--- config.mk ---
export PLATFORM = sky130hd
export DESIGN_NAME = merge2_arb_leaf
export DESIGN_NICKNAME = d
export VERILOG_FILES = /design/src/rtl/merge2_arb_leaf.sv
export SDC_FILE = /design/constraint.sdc
export NUM_CORES = 1
export LEC_CHECK = 0
export CAP_MARGIN = 20
export CORE_UTILIZATION = 45
export CTS_BUF_LIST = sky130_fd_sc_hd__clkbuf_4 sky130_fd_sc_hd__clkbuf_8 sky130_fd_sc_hd__clkbuf_16
export CTS_CLUSTER_SIZE = 25
export DETAILED_ROUTE_END_ITERATION = 6
export GPL_TIMING_DRIVEN = 0
export PLACE_DENSITY = 0.76
export SLEW_MARGIN = 40
export SYNTH_ARGS = -nofsm -noshare
export SYNTH_HDL_FRONTEND = slang
export SYNTH_SLANG_ARGS = --single-unit
--- constraint.sdc ---
create_clock -name clk -period 1.7 [get_ports clk]
set_input_delay 0.34 -clock clk [delete_from_list [all_inputs] [get_ports clk]]
set_output_delay 0.34 -clock clk [all_outputs]
set_load 0.02 [all_outputs]
--- src/rtl/merge2_arb_leaf.sv ---
// Two-input round-robin merge leaf: a captured packet leaves as a select token
// naming the winning input, followed by the unchanged packet.
module merge2_arb_leaf #(
  parameter int W        = 9,
  parameter int CNT_W    = 16,
  parameter int INIT_PRI = 0
) (
  input  logic             clk,
  input  logic             reset,
  input  logic [W-1:0]     in0_data,
  input  logic             in0_valid,
  output logic             in0_ready,
  input  logic [W-1:0]     in1_data,
  input  logic             in1_valid,
  output logic             in1_ready,
  output logic             s_data,
  output logic             s_valid,
  input  logic             s_ready,
  output logic [W-1:0]     out_data,
  output logic             out_valid,
  input  logic             out_ready,
  output logic [CNT_W-1:0] pkt_cnt0,
  output logic [CNT_W-1:0] pkt_cnt1
);

  typedef enum logic [1:0] {IDLE, SEND_S, SEND_D} state_t;

  state_t             state_q, state_d;
  logic               pri_q, pri_d;
  logic               win_q, win_d;
  logic [W-1:0]       pkt_q, pkt_d;
  logic [CNT_W-1:0]   cnt0_q, cnt0_d, cnt1_q, cnt1_d;
  logic               grant;

  always_comb begin
    state_d   = state_q;
    pri_d     = pri_q;
    win_d     = win_q;
    pkt_d     = pkt_q;
    cnt0_d    = cnt0_q;
    cnt1_d    = cnt1_q;
    in0_ready = 1'b0;
    in1_ready = 1'b0;
    s_valid   = 1'b0;
    s_data    = 1'b0;
    out_valid = 1'b0;
    out_data  = '0;
    grant     = (in0_valid && in1_valid) ? pri_q : in1_valid;
    // Outputs are gated by reset so nothing handshakes during the reset cycle.
    case (state_q)
      IDLE: begin
        if (!reset) begin
          in0_ready = !grant && in0_valid;
          in1_ready = grant && in1_valid;
          if (in0_ready || in1_ready) begin
            win_d   = grant;
            pkt_d   = grant ? in1_data : in0_data;
            state_d = SEND_S;
          end
        end
      end
      SEND_S: begin
        s_valid = !reset;
        s_data  = win_q && !reset;
        if (s_ready) state_d = SEND_D;
      end
      SEND_D: begin
        out_valid = !reset;
        out_data  = reset ? '0 : pkt_q;
        if (out_ready) begin
          if (win_q) cnt1_d = cnt1_q + CNT_W'(1);
          else       cnt0_d = cnt0_q + CNT_W'(1);
          pri_d   = ~win_q;
          state_d = IDLE;
        end
      end
      default: state_d = IDLE;
    endcase
  end

  always_ff @(posedge clk) begin
    if (reset) begin
      state_q <= IDLE;
      pri_q   <= INIT_PRI[0];
      win_q   <= 1'b0;
      pkt_q   <= '0;
      cnt0_q  <= '0;
      cnt1_q  <= '0;
    end else begin
      state_q <= state_d;
      pri_q   <= pri_d;
      win_q   <= win_d;
      pkt_q   <= pkt_d;
      cnt0_q  <= cnt0_d;
      cnt1_q  <= cnt1_d;
    end
  end

  assign pkt_cnt0 = cnt0_q;
  assign pkt_cnt1 = cnt1_q;

endmodule

# After elaboration in Yosys (flattened, before gate mapping)
# Cells that the tools add are included.
[totals] out_inout_bits=46 register_bits=45 input_bits=24 word_cells=42
[classes] eq_ne=5 n_reduce_logical=13 n_addsub=2 mux=15 bitwise_logic=1
[ops] op="16-bit by 1-bit adder with 16-bit output, second input constant" n=2
[ops] op="9-bit 2-to-1 mux" n=3
[ops] op="3-bit AND reduction" n=3
[ops] op="1-bit 2-to-1 mux" n=8
[ops] op="2-bit 2-to-1 mux" n=3
[ops] op="2-bit != test, second input constant" n=3
[ops] op="2-bit one-hot mux with 3 select lines" n=1
[ops] op="1-bit logical AND" n=4
[ops] op="2-bit AND reduction" n=2
[ops] op="2-bit by 1-bit == test with 1-bit output, second input constant" n=1
[ops] op="2-bit == test, second input constant" n=1
[ops] op="1-bit zero test" n=2
[ops] op="2-bit zero test" n=1
[ops] op="1-bit logical OR" n=1
[ops] op="1-bit NOT" n=1

# Longest topological paths before layout
# Gate-level depths: netlist of run 1.
[depth] ltp_word=7 mapped_depth=6 depth_no_buf=5

# Worst setup path before layout of run 1
# No wires, ideal clock.
[synth_timing] path_type="reg2reg" startpoint="reg cnt0_q[2], in the netlist pkt_cnt0[2]" endpoint="reg cnt0_q[14], in the netlist pkt_cnt0[14]" arrival_ps=1571 required_time_ps=1629 setup_slack_ps=59 period_less_slack_ps=1641 path_stages_with_launch=6 setup_ps=71 path_buffers=1 cell_sequence="dfxtp_1 > and4_1 > clkbuf_1 > nand4_1 > or3_1 > a21oi_1"
[synth_between] elab_chain_len=1
[synth_lines] item="from (decl)" line_no="32" rtl="logic [CNT_W-1:0] cnt0_q, cnt0_d, cnt1_q, cnt1_d;"
[synth_lines] item="from (signal assigned)" line_no="94" rtl="cnt0_q <= cnt0_d;"
[synth_lines] item="16-bit by 1-bit adder with 16-bit output" line_no="72" rtl="else cnt0_d = cnt0_q + CNT_W'(1);"
# Every way passes these cells.
# A chain may end at the register's enable or synchronous reset.

# Worst setup path after layout of run 1
[layout_timing] startpoint="reg state_q[0]" endpoint="out out_data[2]"
[layout_between] elab_chain_len=2
[layout_lines] item="from (decl)" line_no="28" rtl="state_t state_q, state_d;"
[layout_lines] item="from (signal assigned)" line_no="90" rtl="state_q <= state_d;"
[layout_lines] item="2-bit == test" line_no="50" rtl="case (state_q)"
[layout_lines] item="9-bit 2-to-1 mux" line_no="50"
[layout_lines] item="to (decl)" line_no="19" rtl="output logic [W-1:0] out_data,"
# Every way passes these cells.

==> run_results.csv, run 1 <==
group,metric,value,unit
sta,final.min_clock_period,1.73,ns
global_route,grt_use_total,20.7,%
final_layout,fin_area,0.00320,sq mm
critical_path,arrival,1.39,ns
global_route,gr-usage-met3,5.48,%
power_and_ir_drop,ir_drop,0.504,mV
route,viasPerCell,5.33,
critical_path,cp_cell_sequence,"nor3b_4 -> clkbuf_8 -> and2_4 -> buf_6",
floorplanning,die-area,0.00496,sq mm
sta,min_period_over_period,102,%
final_layout,final_layout_size_suffix_gt1_share,21.6,%
sta,fin_skew,0.00870,ns
floorplanning,core,0.00441,sq mm
critical_path,cp.required,1.36,ns
floorplanning,initial_core_util,47.7,%
route,drc,0,
final_layout,nets,353,
global_route,grt_pass1_wl,8.18,mm
route,first_iter_violations,107,
logic_synthesis,syn-cell-area,0.00211,sq mm
sta,finalHoldViolCount,0,
route,routed_wirelength,5.22,mm
sta,rsz0062_at_grt,"true",
place,gp_congestion,0.770,
clocking,clockBufferDepth,2,
logic_synthesis,yosys_warnings,0,
logic_synthesis,synth_area_leader_cell,"dfxtp_1",
final_layout,fill_cells,343,
logic_synthesis,synth_top_cell_area_share,42.8,%
logic_synthesis,syn_nets,265,
logic_synthesis,synth_seq_cells,45,
route,ant_nets,0,
logic_synthesis,ys_async_sr_fraction,0,%
critical_path,cp_slowest_cell,"dfxtp_4",
route,vias,2025,
global_route,grt_max_degree,15,
global_route,use_met2,35.4,%
clocking,root_buffer,"clkbuf_8",
place,io_buffers,69,
outcome,status,"finished, violations left",
place,placed_area,0.00286,sq mm
global_route,grt_pass1_vias,1783,
clocking,clk_pin_slew_worst_paths,0.09,ns
critical_path,crit_fanout,6,
sta,drv_slew,0,
place,dp_slack,-0.900,ns
power_and_ir_drop,p_leak,1.46,nW
place,dp_hpwl,3.46,mm
global_route,use_met1,25.3,%
floorplanning,die_h,70.4,microns
logic_synthesis,synth_edf_count,0,
sta,finalSetupViolations,9,
global_route,grt.busiest_layer,"met2",
global_route,antenna_found_initial,0,
critical_path,cp-end-kind,"primary output",
sta,worstMarginPinSlew,0.538,ns
clocking,cts_tree,"yes",
critical_path,start_kind,"register",
logic_synthesis,yosysUniqueCellTypes,37,
sta,relSlewSlack,64.1,%
clocking,cts.sinks,45,
floorplanning,std_cell_rows,24,
run,drv_cap,0,
logic_synthesis,avgSynthCellArea,8.82,sq um
final_layout,insertedDiodeCount,0,
global_route,grt-ovfl-total,0,
hold_path,hold_class,"reg -> reg",
clocking,cts_max_level,2,
final_layout,fin_util,72.4,%
floorplanning,io_pins,70,
logic_synthesis,synth_ff_type,"dfxtp_1",
sta,fmax,579,MHz
logic_synthesis,ys_seq_area_share,42.8,%
route,wl_per_cell,13.7,microns
route,firstDrtPassIters,4,
power_and_ir_drop,power_density,698,mW/mm^2
floorplanning,fp.dieW,70.4,microns
final_layout,area_growth,51.7,%
critical_path,worstSetupPathType,"reg -> out",
clocking,cts-buffers-inserted,5,
clocking,clock_latency,0.29,ns
critical_path,crit_family,"simple AND/OR/NAND/NOR gates",
outcome,violations,"negative setup slack",
critical_path,crit_buf_inv,2,
critical_path,cpPeakStageDelay,0.38,ns
sta,setup_ws,-0.0280,ns
sta,timing.hold.ws,0.499,ns
logic_synthesis,yosys-top-cells-area,"dfxtp_1 (43%), nor2_1 (5.3%), mux2i_1 (5.2%), xor2_1 (5.0%), a21oi_1 (3.6%)",
logic_synthesis,syn_inst,239,
==> area by class of cell <==
cell class / count / area (sq um) / share of cell area [%]
buffer: 11 / 75.1 / 2.35
clock buffer: 6 / 82.6 / 2.58
clock inverter: 2 / 37.5 / 1.17
inverter: 8 / 30.0 / 0.940
multi-input combinational: 173 / 1180 / 36.9
sequential: 45 / 911 / 28.5
tap: 52 / 65.1 / 2.04
timing repair buffer: 83 / 816 / 25.5
==> metal layers <==
metal	wire, microns	up-vias
met2	2610	50
met3	204	4
met5	0	-
met1	2360	949
li1	-	1022
met4	39	0
==> flip-flops by register name, indices dropped and copies added, names as in the netlist <==
signal / flops
state_q: 2
pkt_cnt1: 16
pkt_q: 9
win_q: 1
pkt_cnt0: 16
pri_q: 1
==> what timing repair did <==
action,in CTS,in global routing
hold buffers,0,0
pin swaps,13,6
cloned,1,0
setup endpoints to repair,40,32
setup buffers,9,4
gates resized for setup,115,19
==> worst reg2reg max path: cells and delay by family, from the launching register on <==
family,cells,cell delay [ns]
simple gates,3,0.96
flops,1,0.38
buf+inv,1,0.13
compound gates,1,0.11
==> metrics by stage <==
stage | TNS (ns) | std cells | power [W]
finish | -0.220 | 380 | 0.00223
global route | -0.842 | 380 | 0.00231
CTS | -0.597 | 377 | 0.00223
detailed placement | -21.87 | 360 | 0.00138
global placement | -21.10 | 360 | 0.00137
floorplan | 0 | 239 | 0.00127
==> final timing paths <==
path / slack, ns / startpoint / to / depth (start not counted)
hold reg to reg: 0.50 / pkt_cnt0[15] / pkt_cnt0[15] / 2
setup reg to reg: 0.07 / state_q[0] / pkt_cnt1[12] / 5
hold / removal: 0.50 / pkt_cnt0[15] / pkt_cnt0[15] / 2
setup / recovery: -0.03 / state_q[0] / out_data[2] / 4
==> logic make-up after synthesis <==
kind of cell	Yosys count	share of synthesized area [%]
and+or+nand+nor	102	28.0
adders and majority gates	2	1.19
DFF	45	42.8
AOI/OAI and AO/OA	42	11.6
xor gates and xnor gates	16	6.65
buffers and inverters	21	4.57
muxes	11	5.23
==> power breakdown <==
part,internal (W),switching [W]
combinational,0.000143,0.000128
sequential,0.00109,0.0000308
clock,0.000478,0.000359
==> layout by cell type, fill, tap and decap left out, drive strengths merged, types with 9 or more instances in the layout <==
cell type	count
dlygate4sd2	11
buf	30
and2	12
dlymetal6s2s	9
a21oi	15
clkdlybuf4s50	35
nor2	30
clkbuf	15
mux2i	11
xor2	12
o21ai	14
dfxtp	45
nand3	11
nand4	10
or3	11
a211oi	9
==> synth_stat cells (all sizes together) (4+ instances only) <==
library cell  instances
nand2                 8
nand4                10
inv                   8
xor2                 12
o21ai                14
nor2                 30
dfxtp                45
clkbuf                8
or3                  11
and3                  6
xnor2                 4
nand3                11
a211oi                9
and4                  4
a21oi                15
mux2i                11
buf                   5
and2                 12
(Power assumes the default switching activity.)
==> inputs of run 2 (changes only) <==
ABC_AREA = 1   (was not set)
CORE_UTILIZATION = 46   (was 45)
==> run_results.csv, run 2 <==
group,metric,value,unit
clocking,cts_tree,"yes",
clocking,cts.sinks,45,
global_route,grt_use_total,24.3,%
floorplanning,std_cell_rows,25,
route,first_iter_violations,146,
critical_path,reg2reg_depth,11,
power_and_ir_drop,p_leak,1.58,nW
final_layout,regArea,907,sq um
hold_path,whs_endpoint,"win_q",
final_layout,nets,459,
hold_path,holdPathStages,2,
logic_synthesis,yosysUniqueCellTypes,28,
logic_synthesis,synth_top_cell_area_share,39.9,%
final_layout,insertedDiodeCount,0,
logic_synthesis,synth_seq_cells,45,
logic_synthesis,syn_inst,349,
sta,worstMarginPinSlew,0.515,ns
clocking,cts_hold_buf,0,
floorplanning,initial_core_util,47.8,%
sta,rsz0062_at_grt,"true",
sta,setup_ws,0.00253,ns
global_route,grt_pass1_vias,2232,
critical_path,cp_slowest_cell,"dfxtp_2",
logic_synthesis,ys_seq_area_share,39.9,%
clocking,clk_pin_slew_worst_paths,0.09,ns
clocking,cts-buffers-inserted,5,
route,vias,2493,
critical_path,worstSetupPathType,"reg -> out",
clocking,clockBufferDepth,2,
sta,fin_setup_tns,0,ns
critical_path,start_kind,"register",
final_layout,fill_cells,419,
hold_path,hold_class,"in -> reg",
final_layout,final_cell_mix,"nand2_1 (91), nor2_1 (65), dfxtp_1 (42)",
sta,fmax,589,MHz
sta,fin_skew,0.00858,ns
final_layout,area_growth,43.6,%
sta,min_period_over_period,99.9,%
final_layout,fin_util,68.7,%
route,drc,0,
floorplanning,core,0.00472,sq mm
critical_path,crit_fanout,10,
critical_path,rr_endpoint,"pkt_q[3]",
sta,timing.hold.ws,0.333,ns
critical_path,rrSetupSlack,0.08,ns
place,dp_hpwl,4.19,mm
place,io_buffers,68,
logic_synthesis,avgSynthCellArea,6.47,sq um
critical_path,arrival,1.36,ns
logic_synthesis,synth_area_leader_cell,"dfxtp_1",
place,gp_congestion,0.880,
critical_path,crit_buf_inv,3,
final_layout,multiInputGateArea,0.00122,sq mm
critical_path,cp_cell_sequence,"o21ai_4 -> inv_2 -> buf_6 -> nor4_4 -> buf_4",
clocking,clock_latency,0.30,ns
clocking,cts_max_level,2,
logic_synthesis,ys_async_sr_fraction,0,%
outcome,status,"finished, final reports clean",
route,routed_wirelength,5.99,mm
global_route,grt_max_degree,14,
final_layout,final_common_cell,"nand2_1",
critical_path,cp.required,1.36,ns
global_route,antenna_found_initial,0,
logic_synthesis,syn-cell-area,0.00226,sq mm
critical_path,cp-end-kind,"primary output",
logic_synthesis,synth_common_cells,"nand2_1 (93), nor2_1 (67), dfxtp_1 (45)",
global_route,grt_pass1_wl,9.89,mm
floorplanning,fp.dieW,72.1,microns
logic_synthesis,yosys-top-cells-area,"dfxtp_1 (40%), nand2_1 (15%), nor2_1 (11%), inv_1 (5.6%), a21oi_1 (4.7%)",
critical_path,worstReg2RegStart,"state_q[0]",
sta,finalHoldViolCount,0,
critical_path,cpPeakStageDelay,0.34,ns
route,viasPerCell,4.98,
hold_path,min_from,"reset",
sta,final.min_clock_period,1.70,ns
critical_path,crit_family,"buffers and inverters",
run,drv_cap,0,
global_route,grt-ovfl-total,0,
logic_synthesis,syn_nets,375,
logic_synthesis,synth_edf_count,0,
final_layout,final_layout_size_suffix_gt1_share,14.3,%
sta,drv_slew,0,
sta,relSlewSlack,65.7,%
route,ant_nets,0,
floorplanning,die-area,0.00520,sq mm
clocking,root_buffer,"clkbuf_8",
sta,finalSetupViolations,0,
route,firstDrtPassIters,5,
logic_synthesis,synth.most_common_cell,"nand2_1",
route,wl_per_cell,11.9,microns
floorplanning,die_h,72.1,microns
power_and_ir_drop,ir_drop,0.418,mV
floorplanning,io_pins,70,
place,dp_slack,-0.990,ns
logic_synthesis,yosys_warnings,0,
power_and_ir_drop,power_density,675,mW/mm^2
logic_synthesis,synth_ff_type,"dfxtp_1",
## run 2: cell count changes after synthesis, sizes merged, moves of 12 or more
cell	previous run	this run
and2	12	0
inv	8	38
nand2	8	95
xor2	12	0
o21ai	14	28
nor2	30	74
## run 2: area by class of cell
cell class,instances,share of cell area (%)
Buffer,10,2.04
Clock buffer,7,2.97
Clock inverter,1,0.154
Inverter,39,4.59
Multi-Input combinational cell,255,37.5
Sequential cell,45,28.0
Tap cell,67,2.58
Timing Repair Buffer,77,22.2
## run 2: worst max path at each step
stage	startpoint	end	slack [ns]	depth (start not counted)
global placement	in0_valid	in0_ready	-1.0	7
global route	state_q[0]	in1_ready	-0.06	8
finish	pri_q	in0_ready	0.003	5
CTS	state_q[0]	in1_ready	-0.09	8
floorplan	in0_valid	in0_ready	0.09	5
detailed placement	in0_valid	in0_ready	-0.99	7
## run 2: layer usage
metal / vias to the layer above / routed length, microns / track usage (%)
met3: 9 / 392 / 5.42
met1: 1116 / 2690 / 32.0
li1: 1282 / - / -
met4: 0 / 110 / 10.9
met5: - / 0 / 0
met2: 86 / 2800 / 38.2
## run 2: logic make-up (layout without fill, tap and decap cells)
logic type               after synthesis  count (layout)  share of synthesized area, %
AO/OA/AOI/OAI                         61              61                          14.5
adder cells (fa/ha/maj)                2               2                          1.11
buffers and inverters                 49             134                          8.42
flip-flops                            45              45                          39.9
AND/OR/NAND/NOR                      192             192                          36.1
## run 2: stage by stage
step	std cells	total power, W	instance area, sq um
CTS	500	0.00217	3170
floorplan	349	0.00129	2270
finish	501	0.00219	3240
global route	501	0.00227	3240
detailed placement	484	0.00140	3030
global placement	484	0.00139	3030
## run 2: what timing repair did
item | in CTS | in global routing
setup buffers | 8 | 1
gates resized for setup | 76 | 29
pin swaps | 5 | 4
setup endpoints to repair | 22 | 34
## run 2: where the power goes
group / switching, W / internal [W] / leakage [nW] / total [W]
logic: 0.000176 / 0.000161 / 1.16 / 0.000337
clock network: 0.000370 / 0.000368 / 0.0542 / 0.000738
registers: 0.0000236 / 0.00109 / 0.367 / 0.00112
total: 0.000570 / 0.00162 / 1.58 / 0.00219
